[src/rtl/alu_pkg.sv]
// Shared definitions for the decode stage and the ALU: op codes, opcodes,
// operand-select encodings, immediate formats and the decoded bundle.
package alu_pkg;

  // ALU op codes; 4'hD..4'hF are reserved and never produced by decode
  localparam logic [3:0] ALU_PASS_B    = 4'h0;
  localparam logic [3:0] ALU_B_PLUS4   = 4'h1;
  localparam logic [3:0] ALU_ADD       = 4'h2;
  localparam logic [3:0] ALU_SUB       = 4'h3;
  localparam logic [3:0] ALU_ADD_ALIGN = 4'h4;
  localparam logic [3:0] ALU_SLL       = 4'h5;
  localparam logic [3:0] ALU_SRL       = 4'h6;
  localparam logic [3:0] ALU_SRA       = 4'h7;
  localparam logic [3:0] ALU_SLT       = 4'h8;
  localparam logic [3:0] ALU_SLTU      = 4'h9;
  localparam logic [3:0] ALU_AND       = 4'hA;
  localparam logic [3:0] ALU_OR        = 4'hB;
  localparam logic [3:0] ALU_XOR       = 4'hC;

  // RV32I major opcodes (instr[6:0])
  localparam logic [6:0] OPC_LUI    = 7'b0110111;
  localparam logic [6:0] OPC_AUIPC  = 7'b0010111;
  localparam logic [6:0] OPC_JAL    = 7'b1101111;
  localparam logic [6:0] OPC_JALR   = 7'b1100111;
  localparam logic [6:0] OPC_BRANCH = 7'b1100011;
  localparam logic [6:0] OPC_LOAD   = 7'b0000011;
  localparam logic [6:0] OPC_STORE  = 7'b0100011;
  localparam logic [6:0] OPC_OPIMM  = 7'b0010011;
  localparam logic [6:0] OPC_OP     = 7'b0110011;

  localparam logic [6:0] F7_BASE = 7'b0000000;
  localparam logic [6:0] F7_ALT  = 7'b0100000;

  // Operand selects
  localparam logic       A_SEL_RS1 = 1'b0;
  localparam logic       A_SEL_PC  = 1'b1;
  localparam logic [1:0] B_SEL_RS2 = 2'd0;
  localparam logic [1:0] B_SEL_IMM = 2'd1;
  localparam logic [1:0] B_SEL_PC  = 2'd2;

  typedef enum logic [2:0] {
    IMM_I,
    IMM_S,
    IMM_B,
    IMM_U,
    IMM_J
  } imm_fmt_e;

  typedef struct packed {
    logic [3:0]  alu_op;
    logic        a_sel;
    logic [1:0]  b_sel;
    logic [31:0] imm;
    logic [4:0]  rs1;
    logic [4:0]  rs2;
    logic [4:0]  rd;
    logic        reg_we;
    logic        mem_rd;
    logic        mem_wr;
    logic        is_branch;
    logic        is_jump;
    logic [2:0]  funct3;
    logic [31:0] pc;
    logic        illegal;
  } dec_t;

  // Shared funct3 -> op map of OP-IMM and the base-funct7 half of OP
  function automatic logic [3:0] arith_op(input logic [2:0] f3);
    case (f3)
      3'b000:  arith_op = ALU_ADD;
      3'b001:  arith_op = ALU_SLL;
      3'b010:  arith_op = ALU_SLT;
      3'b011:  arith_op = ALU_SLTU;
      3'b100:  arith_op = ALU_XOR;
      3'b101:  arith_op = ALU_SRL;
      3'b110:  arith_op = ALU_OR;
      default: arith_op = ALU_AND;
    endcase
  endfunction

  // Loads exist for LB, LH, LW, LBU, LHU only
  function automatic logic load_f3_ok(input logic [2:0] f3);
    load_f3_ok = (f3 == 3'b000) || (f3 == 3'b001) || (f3 == 3'b010) ||
                 (f3 == 3'b100) || (f3 == 3'b101);
  endfunction

endpackage

[src/rtl/imm_gen.sv]
// Immediate generator: builds the five RV32I immediate forms, all
// sign-extended from instr[31], and returns the one picked by fmt.
module imm_gen
  import alu_pkg::*;
(
  input  logic [31:7] ins,
  input  imm_fmt_e    fmt,
  output logic [31:0] imm
);

  logic signed [31:0] imm_i;
  logic signed [31:0] imm_s;
  logic signed [31:0] imm_b;
  logic signed [31:0] imm_u;
  logic signed [31:0] imm_j;

  assign imm_i = {{20{ins[31]}}, ins[31:20]};
  assign imm_s = {{20{ins[31]}}, ins[31:25], ins[11:7]};
  assign imm_b = {{19{ins[31]}}, ins[31], ins[7], ins[30:25], ins[11:8], 1'b0};
  assign imm_u = {ins[31:12], 12'h000};
  assign imm_j = {{11{ins[31]}}, ins[31], ins[19:12], ins[20], ins[30:21], 1'b0};

  // Format select
  always_comb begin
    case (fmt)
      IMM_S:   imm = imm_s;
      IMM_B:   imm = imm_b;
      IMM_U:   imm = imm_u;
      IMM_J:   imm = imm_j;
      default: imm = imm_i;
    endcase
  end

endmodule

[src/rtl/alu_decode_stage.sv]
// Registered RV32I decode stage: instruction word -> ALU op, operand
// selects, immediate and control flags, behind a valid/ready register.
module alu_decode_stage
  import alu_pkg::*;
#(
  parameter int XLEN = 32
) (
  input  logic            clk,
  input  logic            rst,
  input  logic            in_valid,
  output logic            in_ready,
  input  logic [31:0]     instr,
  input  logic [XLEN-1:0] pc,
  input  logic            flush,
  output logic            out_valid,
  input  logic            out_ready,
  output logic [3:0]      alu_op,
  output logic            a_sel,
  output logic [1:0]      b_sel,
  output logic [XLEN-1:0] imm,
  output logic [4:0]      rs1,
  output logic [4:0]      rs2,
  output logic [4:0]      rd,
  output logic            reg_we,
  output logic            mem_rd,
  output logic            mem_wr,
  output logic            is_branch,
  output logic            is_jump,
  output logic [2:0]      funct3_o,
  output logic [XLEN-1:0] pc_o,
  output logic            illegal
);

  logic [6:0] opcode;
  logic [2:0] funct3;
  logic [6:0] funct7;

  assign opcode = instr[6:0];
  assign funct3 = instr[14:12];
  assign funct7 = instr[31:25];

  logic [3:0]  op_c;
  logic        asel_c;
  logic [1:0]  bsel_c;
  imm_fmt_e    fmt_c;
  logic        we_c;
  logic        mrd_c;
  logic        mwr_c;
  logic        br_c;
  logic        jmp_c;
  logic        ill_c;
  logic [31:0] imm_c;

  dec_t dec_p0;
  dec_t dec_p1;
  logic vld_p1;

  imm_gen u_imm_gen (
    .ins (instr[31:7]),
    .fmt (fmt_c),
    .imm (imm_c)
  );

  // Opcode/funct decode tables; illegal encodings squash all side effects
  always_comb begin
    op_c   = ALU_PASS_B;
    asel_c = A_SEL_RS1;
    bsel_c = B_SEL_RS2;
    fmt_c  = IMM_I;
    we_c   = 1'b0;
    mrd_c  = 1'b0;
    mwr_c  = 1'b0;
    br_c   = 1'b0;
    jmp_c  = 1'b0;
    ill_c  = 1'b0;
    case (opcode)
      OPC_LUI: begin
        op_c   = ALU_PASS_B;
        bsel_c = B_SEL_IMM;
        fmt_c  = IMM_U;
        we_c   = 1'b1;
      end
      OPC_AUIPC: begin
        op_c   = ALU_ADD;
        asel_c = A_SEL_PC;
        bsel_c = B_SEL_IMM;
        fmt_c  = IMM_U;
        we_c   = 1'b1;
      end
      OPC_JAL: begin
        op_c   = ALU_B_PLUS4;
        bsel_c = B_SEL_PC;
        fmt_c  = IMM_J;
        we_c   = 1'b1;
        jmp_c  = 1'b1;
      end
      OPC_JALR: begin
        op_c   = ALU_ADD_ALIGN;
        bsel_c = B_SEL_IMM;
        fmt_c  = IMM_I;
        we_c   = 1'b1;
        jmp_c  = 1'b1;
        ill_c  = (funct3 != 3'b000);
      end
      OPC_BRANCH: begin
        op_c   = ALU_SUB;
        bsel_c = B_SEL_RS2;
        fmt_c  = IMM_B;
        br_c   = 1'b1;
        ill_c  = (funct3 == 3'b010) || (funct3 == 3'b011);
      end
      OPC_LOAD: begin
        op_c   = ALU_ADD;
        bsel_c = B_SEL_IMM;
        fmt_c  = IMM_I;
        we_c   = 1'b1;
        mrd_c  = 1'b1;
        ill_c  = !load_f3_ok(funct3);
      end
      OPC_STORE: begin
        op_c   = ALU_ADD;
        bsel_c = B_SEL_IMM;
        fmt_c  = IMM_S;
        mwr_c  = 1'b1;
        ill_c  = (funct3 > 3'b010);
      end
      OPC_OPIMM: begin
        op_c   = arith_op(funct3);
        bsel_c = B_SEL_IMM;
        fmt_c  = IMM_I;
        we_c   = 1'b1;
        if (funct3 == 3'b001) begin
          ill_c = (funct7 != F7_BASE);
        end else if (funct3 == 3'b101) begin
          if (funct7 == F7_ALT) op_c = ALU_SRA;
          else if (funct7 != F7_BASE) ill_c = 1'b1;
        end
      end
      OPC_OP: begin
        op_c   = arith_op(funct3);
        bsel_c = B_SEL_RS2;
        we_c   = 1'b1;
        if (funct7 == F7_ALT) begin
          if (funct3 == 3'b000) op_c = ALU_SUB;
          else if (funct3 == 3'b101) op_c = ALU_SRA;
          else ill_c = 1'b1;
        end else if (funct7 != F7_BASE) begin
          ill_c = 1'b1;
        end
      end
      default: ill_c = 1'b1;
    endcase
    if (ill_c) begin
      op_c  = ALU_PASS_B;
      we_c  = 1'b0;
      mrd_c = 1'b0;
      mwr_c = 1'b0;
      br_c  = 1'b0;
      jmp_c = 1'b0;
    end else if (instr[11:7] == 5'd0) begin
      we_c = 1'b0;
    end
  end

  // Assemble the decoded bundle presented to the pipeline register
  always_comb begin
    dec_p0           = '0;
    dec_p0.alu_op    = op_c;
    dec_p0.a_sel     = asel_c;
    dec_p0.b_sel     = bsel_c;
    dec_p0.imm       = imm_c;
    dec_p0.rs1       = instr[19:15];
    dec_p0.rs2       = instr[24:20];
    dec_p0.rd        = instr[11:7];
    dec_p0.reg_we    = we_c;
    dec_p0.mem_rd    = mrd_c;
    dec_p0.mem_wr    = mwr_c;
    dec_p0.is_branch = br_c;
    dec_p0.is_jump   = jmp_c;
    dec_p0.funct3    = funct3;
    dec_p0.pc        = pc;
    dec_p0.illegal   = ill_c;
  end

  assign in_ready = !vld_p1 || out_ready;

  // ---- stage boundary p0 -> p1: load on in_ready, flush kills valid ----
  always_ff @(posedge clk or posedge rst) begin
    if (rst) begin
      vld_p1 <= 1'b0;
      dec_p1 <= '0;
    end else begin
      if (flush)         vld_p1 <= 1'b0;
      else if (in_ready) vld_p1 <= in_valid;
      if (in_ready)      dec_p1 <= dec_p0;
    end
  end

  assign out_valid = vld_p1;
  assign alu_op    = dec_p1.alu_op;
  assign a_sel     = dec_p1.a_sel;
  assign b_sel     = dec_p1.b_sel;
  assign imm       = dec_p1.imm;
  assign rs1       = dec_p1.rs1;
  assign rs2       = dec_p1.rs2;
  assign rd        = dec_p1.rd;
  assign reg_we    = dec_p1.reg_we;
  assign mem_rd    = dec_p1.mem_rd;
  assign mem_wr    = dec_p1.mem_wr;
  assign is_branch = dec_p1.is_branch;
  assign is_jump   = dec_p1.is_jump;
  assign funct3_o  = dec_p1.funct3;
  assign pc_o      = dec_p1.pc;
  assign illegal   = dec_p1.illegal;

endmodule

[config.mk]
export PLATFORM = sky130hd
export DESIGN_NAME = alu_decode_stage
export DESIGN_NICKNAME = d
export VERILOG_FILES = /design/src/rtl/alu_pkg.sv /design/src/rtl/imm_gen.sv /design/src/rtl/alu_decode_stage.sv
export SDC_FILE = /design/constraint.sdc
export NUM_CORES = 1
export LEC_CHECK = 0
export CAP_MARGIN = 20
export CORE_UTILIZATION = 35
export DETAILED_ROUTE_END_ITERATION = 10
export PLACE_DENSITY = 0.67
export SLEW_MARGIN = 40
export SYNTH_ARGS = -nofsm -noshare
export SYNTH_HDL_FRONTEND = slang
export SYNTH_SLANG_ARGS = --single-unit
[constraint.sdc]
create_clock -name clk -period 3.7 [get_ports clk]
set_clock_uncertainty 0.05 [all_clocks]
set_input_delay 0.74 -clock clk [delete_from_list [all_inputs] [get_ports clk]]
set_output_delay 0.74 -clock clk [all_outputs]
set_load 0.05 [all_outputs]
==> results of run 1 <==
layout by cell type (no fill, tap or decap), types with 2 or more instances in the layout:
master	n
sky130_fd_sc_hd__buf_4	9
sky130_fd_sc_hd__nor4_1	2
sky130_fd_sc_hd__nand2b_1	3
sky130_fd_sc_hd__mux2i_1	2
sky130_fd_sc_hd__dfrtp_1	96
sky130_fd_sc_hd__nand4b_1	2
sky130_fd_sc_hd__inv_1	5
sky130_fd_sc_hd__nor3_1	3
sky130_fd_sc_hd__clkbuf_16	9
sky130_fd_sc_hd__o31ai_1	4
sky130_fd_sc_hd__a21oi_1	29
sky130_fd_sc_hd__clkdlybuf4s50_1	164
sky130_fd_sc_hd__a31oi_1	3
sky130_fd_sc_hd__nor3b_1	5
sky130_fd_sc_hd__clkinv_2	2
sky130_fd_sc_hd__o21ai_0	42
sky130_fd_sc_hd__nand3_1	7
sky130_fd_sc_hd__nand2_1	203
sky130_fd_sc_hd__clkbuf_8	2
sky130_fd_sc_hd__nor2_1	12
sky130_fd_sc_hd__clkbuf_1	2
sky130_fd_sc_hd__nand4_1	3
power by group:
group | switching (uW) | leakage, uW | internal [uW] | total [uW]
combinational | 455 | 0.00147 | 243 | 698
clock | 381 | 0.000150 | 559 | 940
sequential | 42.3 | 0.00116 | 1130 | 1170
cell type report:
cell class	count	area share
well taps	143	0.0285
clock buffers	13	0.0415
multi-input cells	348	0.260
flip-flops and latches	96	0.383
repair buffers	174	0.276
clock inverters	3	0.00638
inverters	7	0.00459
metrics by stage:
stage	util	hold WS [ps]
after floorplan	-	690
after global placement	0.518	398
after global routing	0.545	437
final	0.545	413
after detailed placement	0.518	406
after CTS	0.545	421
layer usage:
metal / GRT usage / up-vias
met4: 0.0829 / 0
met5: 0 / -
met1: 0.282 / 1810
met2: 0.325 / 110
met3: 0.0481 / 20
li1: - / 1886
worst max-delay path, stage by stage:
cell	delay [ps]
sky130_fd_sc_hd__clkdlybuf4s50_1	710
sky130_fd_sc_hd__and2b_1	260
sky130_fd_sc_hd__nand3_1	100
sky130_fd_sc_hd__a211oi_1	460
sky130_fd_sc_hd__nand3_1	320
sky130_fd_sc_hd__o31ai_1	310
logic make-up (layout without fill, tap and decap cells):
| family | Yosys count | count (layout) | synth area share |
|---|---|---|---|
| XOR/XNOR | 1 | 1 | 0.00209 |
| flip-flops | 96 | 96 | 0.575 |
| AND/OR/NAND/NOR | 252 | 252 | 0.253 |
| buffers and inverters | 40 | 197 | 0.0386 |
| multiplexers | 2 | 2 | 0.00479 |
| AO/OA/AOI/OAI | 93 | 93 | 0.127 |
worst max path at each step:
stage               startpoint         to  slack (ps)  cells after the start
finish                instr[5]  alu_op[1]         990                      6
CTS                   instr[6]    imm[28]        1010                      7
detailed placement    instr[6]    imm[28]         670                      7
global placement      instr[6]    imm[23]         720                      7
global route         instr[13]     reg_we         840                      6
floorplan                  rst      a_sel         400                      1
registers in the layout (all words and copies together) (netlist names), 2 cells and up:
name	count
alu_op	4
rd	5
pc_o	32
funct3_o	3
b_sel	2
imm	32
rs1	5
rs2	5
==> results.md, run 1 <==
Timing:
- The final count of pins violating max slew is 0.
- The final number of hold-violating endpoints was 0.
- The worst-case headroom to the max-slew limit is 0.530.
- After routing, the total negative slack on setup checks comes to 0 ps.
- The slew at the pin with the worst max-slew slack is 703 ps.
- The final-report setup violation count is 0.
- The fraction of the cycle the final worst path needs is 0.733.
- Setup slack closes at 989 ps.
- The fmax is about 370 MHz.
- Setup repair after global routing left no endpoint under its margin.
- The clock period minus final worst setup slack is 2710 ps.

Drt:
- The routed length on met3 is around 770 um.
- The wire length on met2 is 5.63 mm.
- The detailed-route via count is 3,826.
- The highest metal layer with signal wires is met4.
- After detailed routing, the number of remaining DRC violations is 14.
- The routed wire length per instance is 15.7 um.
- The wire length the detailed router placed on met1 is 5.65 mm.
- The remaining antenna violation count after routing is 0.
- For this block, the initial DRC count from the detailed router was about 190.
- After detailed routing, the total wire length is 12.3 mm.
- The total iterations of the first detailed-routing run is 8.
- The ratio of routed vias to standard cells is between 4 and 5.

Synthesis:
- The cell taking the most area after synthesis is sky130_fd_sc_hd__dfrtp_1.
- The dominant synthesized flop cell is sky130_fd_sc_hd__dfrtp_1.
- Ranked by total cell area, the synthesized netlist is headed by sky130_fd_sc_hd__dfrtp_1 (57%), sky130_fd_sc_hd__nand2_1 (18%), sky130_fd_sc_hd__o21ai_0 (5.0%), sky130_fd_sc_hd__a21oi_1 (3.5%), sky130_fd_sc_hd__clkbuf_1 (2.2%).
- The cell with the most instances after synthesis is sky130_fd_sc_hd__nand2_1.
- In this run, synthesis produced a sequential element count of 96.
- Synthesis produced a netlist whose cell count is approximately 480.
- The portion of synthesized cell area occupied by the leading cell type is 0.575.
- The cell area after technology mapping is between 4000 and 5000 um2.
- Synthesis instantiated 46 different standard cells from the library.
- For this run, the number of Yosys warnings is 0.
- The synthesized netlist net count is 553.
- The commonest cells after synthesis are sky130_fd_sc_hd__nand2_1 (203), sky130_fd_sc_hd__dfrtp_1 (96), sky130_fd_sc_hd__o21ai_0 (42), sky130_fd_sc_hd__a21oi_1 (29), sky130_fd_sc_hd__clkbuf_1 (25).
- The mean area per synthesized cell is 8.64 um2.
- The share of the yosys chip area belonging to registers is 0.575.
- The number of enable-type register cells in the synthesized netlist is 0.
- The fraction of registers with async set/reset is 1.00.

Clock tree:
- The CTS buffer count is 9.
- The sink count of the clock tree is 96.
- The H-tree depth is 3.
- The number of instances resized during post-cts repair is 0.
- Clock-pin slew was measured on the worst setup and hold paths at 60 ps.
- The root buffer cell chosen for the clock tree is sky130_fd_sc_hd__clkbuf_16.
- The number of setup buffers added after CTS is 0.
- The TritonCTS clock tree is built.
- The maximum buffer depth of the clock tree is 2.
- The clock insertion delay at the later pin of the skew report is ~340 ps.
- The number of hold buffers added after CTS was 0.

Min path:
- The worst hold endpoint is rd[0].
- The worst hold path cell count is 2.
- The startpoint identified for the worst hold timing path is rd[0].
- The worst hold path belongs to the class flip-flop to flip-flop.

Cells and area:
- The finished cells cover 6270 um2.
- The number of fill cells in the layout is 1,127.
- The total number of nets in the final design is 705.
- The layout cell share with drive strength beyond 1 is 0.0530.
- The number of antenna diodes in the final layout is 0.
- The area growth from synthesis to layout is 50.0%.
- The non-filler instance count after layout is 784.
- In the final layout, the multi-input gates occupy around 1600 um2.
- Across the whole layout, storage elements account for 2400 um2.

Global routing:
- The number of global-route vias before repair is 3,893.
- The number of antenna violations at the first check in global routing is 0.
- For this run the aggregate overflow at the end of global routing stands at 0.
- For this run, the total global-route usage over all layers was measured as 0.209.
- Entering global routing, the biggest net connects 65 pins.
- The first-pass GRT wire length is 20.4 mm.

Setup path:
- The highest fanout seen on the critical path is 10.
- The worst register-to-register path begins at out_valid.
- The register-to-register setup slack is 2040 ps.
- The critical register-to-register path endpoint is b_sel[1].
- At the worst endpoint, the arrival time is 2900 ps.
- The startpoint kind of the worst setup timing path is an input pin.
- The required time reported for the critical path endpoint is 3890 ps.
- The cell count of the worst reg-to-reg path is 5.
- The worst setup path is captured at a flip-flop.
- The worst setup path is of the input pin to flip-flop kind.

Floorplan:
- The area of the die is roughly 12,000 um2.
- The die span in x is 111 um.
- The initial utilization of the core area, before any placement, comes to 0.363.
- The number of placement rows is 39.
- Pin placement for this block handled about 170 I/O pins.
- The floorplan die height is 111 um.
- The core box area is between 10,000 and 15,000 um2.

Placement:
- The number of instances in the placed design is 768.
- During placement, the flow inserted port buffers numbering roughly 170.
- In this run the cell area measured after placement is 5970 um2.
- The worst slack after detailed placement is between 600 and 700 ps.
- At the end of routability-driven placement, the weighted congestion stood at between 0.8 and 0.9.
- The estimated wirelength of the detail-placed design is 8.71 mm.

Outcome:
- The run finished, with violations left.
- The checks that failed: design-rule violations.

Pwr:
- In this run the power density over the cells is 447 nW/um2.
- Across the VDD grid, the largest voltage drop is 0.224 mV.
- The standby leakage power is 0.00277 uW.
- The power consumption is 2810 uW.

Flow run:
- Across the run, the number of max-cap violations was 0.
(Power assumes the default switching activity.)
==> run 2, diff against run 1 <==
--- a/config.mk
+++ b/config.mk
@@ -8,7 +8,7 @@
 export CAP_MARGIN = 20
 export CORE_UTILIZATION = 35
 export DETAILED_ROUTE_END_ITERATION = 10
-export PLACE_DENSITY = 0.67
+export PLACE_DENSITY = 0.69
 export SLEW_MARGIN = 40
 export SYNTH_ARGS = -nofsm -noshare
 export SYNTH_HDL_FRONTEND = slang
==> constraint.sdc (replaced) <==
create_clock -name clk -period 2.47 [get_ports clk]
set_clock_uncertainty 0.05 [all_clocks]
set_input_delay 0.494 -clock clk [delete_from_list [all_inputs] [get_ports clk]]
set_output_delay 0.494 -clock clk [all_outputs]
set_load 0.05 [all_outputs]
==> results.md, run 2 (synthesis results as in run 1) <==
Timing:
- The final count of pins violating max slew is 0 (unchanged).
- The slew at the pin with the worst max-slew slack is 592 ps (-111 ps).
- Derived from the worst setup path, the maximum achievable clock frequency is 460 MHz.
- The final-report setup violation count is 0 (unchanged).
- The worst-case headroom to the max-slew limit was 0.603 (+0.0732).
- The final number of hold-violating endpoints is 0 (unchanged).
- Setup repair after global routing left no endpoint under its margin.
- The final worst hold slack was 414 ps (+0.463 ps).
- Dividing the final minimum period by the clock period gives 0.881.
- The clock period could shrink to 2180 ps.

Clock tree:
- The post-CTS setup-driven buffer insertion count is 0 (unchanged).
- The H-tree depth is 3 (unchanged).
- The number of instances resized during post-cts repair is 0 (unchanged).
- The buffer type at the clock tree root is sky130_fd_sc_hd__clkbuf_16.
- The sink count of the clock tree came to 96 (unchanged).
- The clock slew seen by the registers of the worst setup and hold paths came to 60 ps (about the same).
- The CTS buffer count was 9 (unchanged).
- The number of buffers inserted by hold repair at cts is 0 (unchanged).
- The clock insertion delay at the later pin of the skew report was 340 ps (about the same).
- The TritonCTS clock tree is built.
- The maximum buffer depth of the clock tree is 2 (unchanged).

Cells and area:
- The register cell area after layout came to 2400 um2 (unchanged).
- The number of fill cells in the layout is 1,087 (-3.5%).
- The layout cell share with drive strength beyond 1 is 0.0765 (+0.0234).
- The number of diodes added for antenna fixing is 0 (unchanged).
- Compared with the post-synthesis result, the final layout area differs by 53.8%.
- The area used by multi-input combinational logic was 1640 um2 (+0.31%).
- The total number of nets in the final design was 719 (+2.0%).
- The most common cell after layout, fill and taps aside is sky130_fd_sc_hd__nand2_1.
- The top cell types in the final layout, fill and taps aside, are sky130_fd_sc_hd__nand2_1 (203), sky130_fd_sc_hd__clkdlybuf4s50_1 (164), sky130_fd_sc_hd__dfrtp_1 (96).

Setup path:
- On the critical path the largest part of the delay comes from simple AND/OR/NAND/NOR gates.
- The buffer and inverter count on the worst path is 1 (unchanged).
- In this run the critical register-to-register path is launched from out_valid.
- The cell count of the worst reg-to-reg path was 3 (-2).
- The required time reported for the critical path endpoint is 2610 ps (-1280 ps).
- Traced cell by cell, the critical path runs through clkdlybuf4s50_1 -> or3b_4 -> or3_4 -> a41o_1 -> nor2_4 -> o41ai_1.
- The data arrival time of the critical path is 2320 ps (-580 ps).
- The peak per-stage delay on the critical path is 530 ps (-180 ps).
- The worst setup path is captured at a flip-flop.
- On the critical path, the stage with the largest delay is an instance of sky130_fd_sc_hd__clkdlybuf4s50_1.
- The worst register-to-register path ends at imm[19].
- The highest fanout seen on the critical path is 6 (-4).
- STA classifies the critical path startpoint as an input pin.
- The register-to-register setup slack is 1010 ps (-1030 ps).
- The type of the worst setup path is input pin to flip-flop.

Floorplan:
- The die span in x was 111 um (unchanged).
- The floorplan die height is 111 um (unchanged).
- The number of placement rows came to 39 (unchanged).
- The top-level I/O count is 166 (unchanged).
- The core box area is 11,500 um2 (unchanged).
- The area of the die was 12,400 um2 (unchanged).
- The effective utilization at floorplan is 0.363 (unchanged).

Drt:
- The total iterations of the first detailed-routing run is 7 (-1).
- The detailed-route via count is 3,952 (+3.3%).
- The count of routing violations after the opening detailed-route iteration is 222 (+16%).
- The routed wire length per instance was 16.1 um (+2.8%).
- The total detailed-routing wirelength is 12.8 mm (+4.5%).
- The ratio of routed vias to standard cells is 4.96 (+1.6%).
- The remaining design rule violation count is 22 (+8).
- The remaining antenna violation count after routing is 0 (unchanged).

Min path:
- The worst hold path class is flip-flop to flip-flop.
- The worst hold path begins at pc_o[16].
- The worst hold path terminates at pc_o[16].
- The worst hold path cell count is 2 (unchanged).

Global routing:
- The total grt overflow is 0 (unchanged).
- The number of antenna violations at the first check in global routing was 0 (unchanged).
- The total routing resource utilization after global routing came to 0.213 (+0.00441).
- The number of global-route vias before repair is 3,968 (+1.9%).
- The maximum number of pins on one net before global-route repair is 97 (+49%).
- The first-pass GRT wire length is 20.7 mm (+1.8%).

Pwr:
- The maximum vdd ir drop is 0.379 mV (+69%).
- The power consumption came to 4400 uW (+57%).
- The cell area power density is 683 nW/um2 (+53%).
- The standby leakage power is 0.00285 uW (+2.8%).

Placement:
- The estimated wirelength of the detail-placed design is 8.97 mm (+2.9%).
- The placer's final routability congestion estimate is 0.868 (+4.2%).
- The count of buffers from port buffering is 165 (unchanged).

Flow run:
- The number of maximum-capacitance violations is 0 (unchanged).

Outcome:
- The final reports fail on design-rule violations.
- The run finished, with violations left.
[run 2: cell count changes in the layout (fill, tap and decap cells not counted), moves of 2 or more]
cell                         before  now
sky130_fd_sc_hd__clkbuf_8         2    0
sky130_fd_sc_hd__clkinv_2         2    0
sky130_fd_sc_hd__clkinvlp_4       0    2
sky130_fd_sc_hd__bufinv_16        1    3
sky130_fd_sc_hd__buf_4            9   22
[run 2: how the worst max path moves through the flow]
| stage | start | depth (start not counted) | slack (ps) | endpoint |
|---|---|---|---|---|
| 2_1_floorplan | out_valid | 4 | 270 | in_ready |
| 3_3_place_gp | instr[4] | 6 | -8 | alu_op[3] |
| 3_5_place_dp | instr[4] | 6 | -50 | alu_op[3] |
| 4_1_cts | instr[4] | 7 | 280 | imm[11] |
| 5_1_grt | instr[29] | 6 | 200 | alu_op[3] |
| 6_report | instr[4] | 6 | 290 | alu_op[3] |
[run 2: layout make-up]
cell class,count,share of cell area
Clock buffer,10,0.0356
Sequential cell,96,0.373
Timing Repair Buffer,188,0.287
Clock inverter,5,0.0165
Inverter,7,0.00467
Multi-Input combinational cell,348,0.255
Tap cell,143,0.0278
[run 2: worst min-delay path, cell delays in order, from the launching register on]
cell and delay (ps):
sky130_fd_sc_hd__dfrtp_1 340, sky130_fd_sc_hd__nand2_1 50, sky130_fd_sc_hd__nand2_1 50
[run 2: power breakdown]
group | internal (uW) | switching (uW) | total (uW) | leakage [uW]
combinational | 378 | 688 | 1070 | 0.00154
sequential | 1690 | 65.4 | 1750 | 0.00116
clock | 986 | 592 | 1580 | 0.000159
total | 3050 | 1350 | 4400 | 0.00285
[run 2: through the flow]
stage / setup slack (ps) / instances / setup TNS [ps] / utilization / area (um2)
final: 294 / 797 / 0 / 0.559 / 6430
after global routing: 196 / 797 / 0 / 0.559 / 6430
after CTS: 283 / 797 / 0 / 0.558 / 6430
after detailed placement: -45.3 / 782 / -130 / 0.529 / 6090
after global placement: -7.68 / 782 / -7.68 / 0.529 / 6090
after floorplan: 271 / 484 / 0 / - / 4190
[run 2: metal layers]
metal,global-route usage,part of all wire,vias to the layer above
li1,-,-,1922
met1,0.289,0.45,1895
met2,0.338,0.48,121
met3,0.0405,0.047,14
met4,0.0838,0.015,0
met5,0,0,-
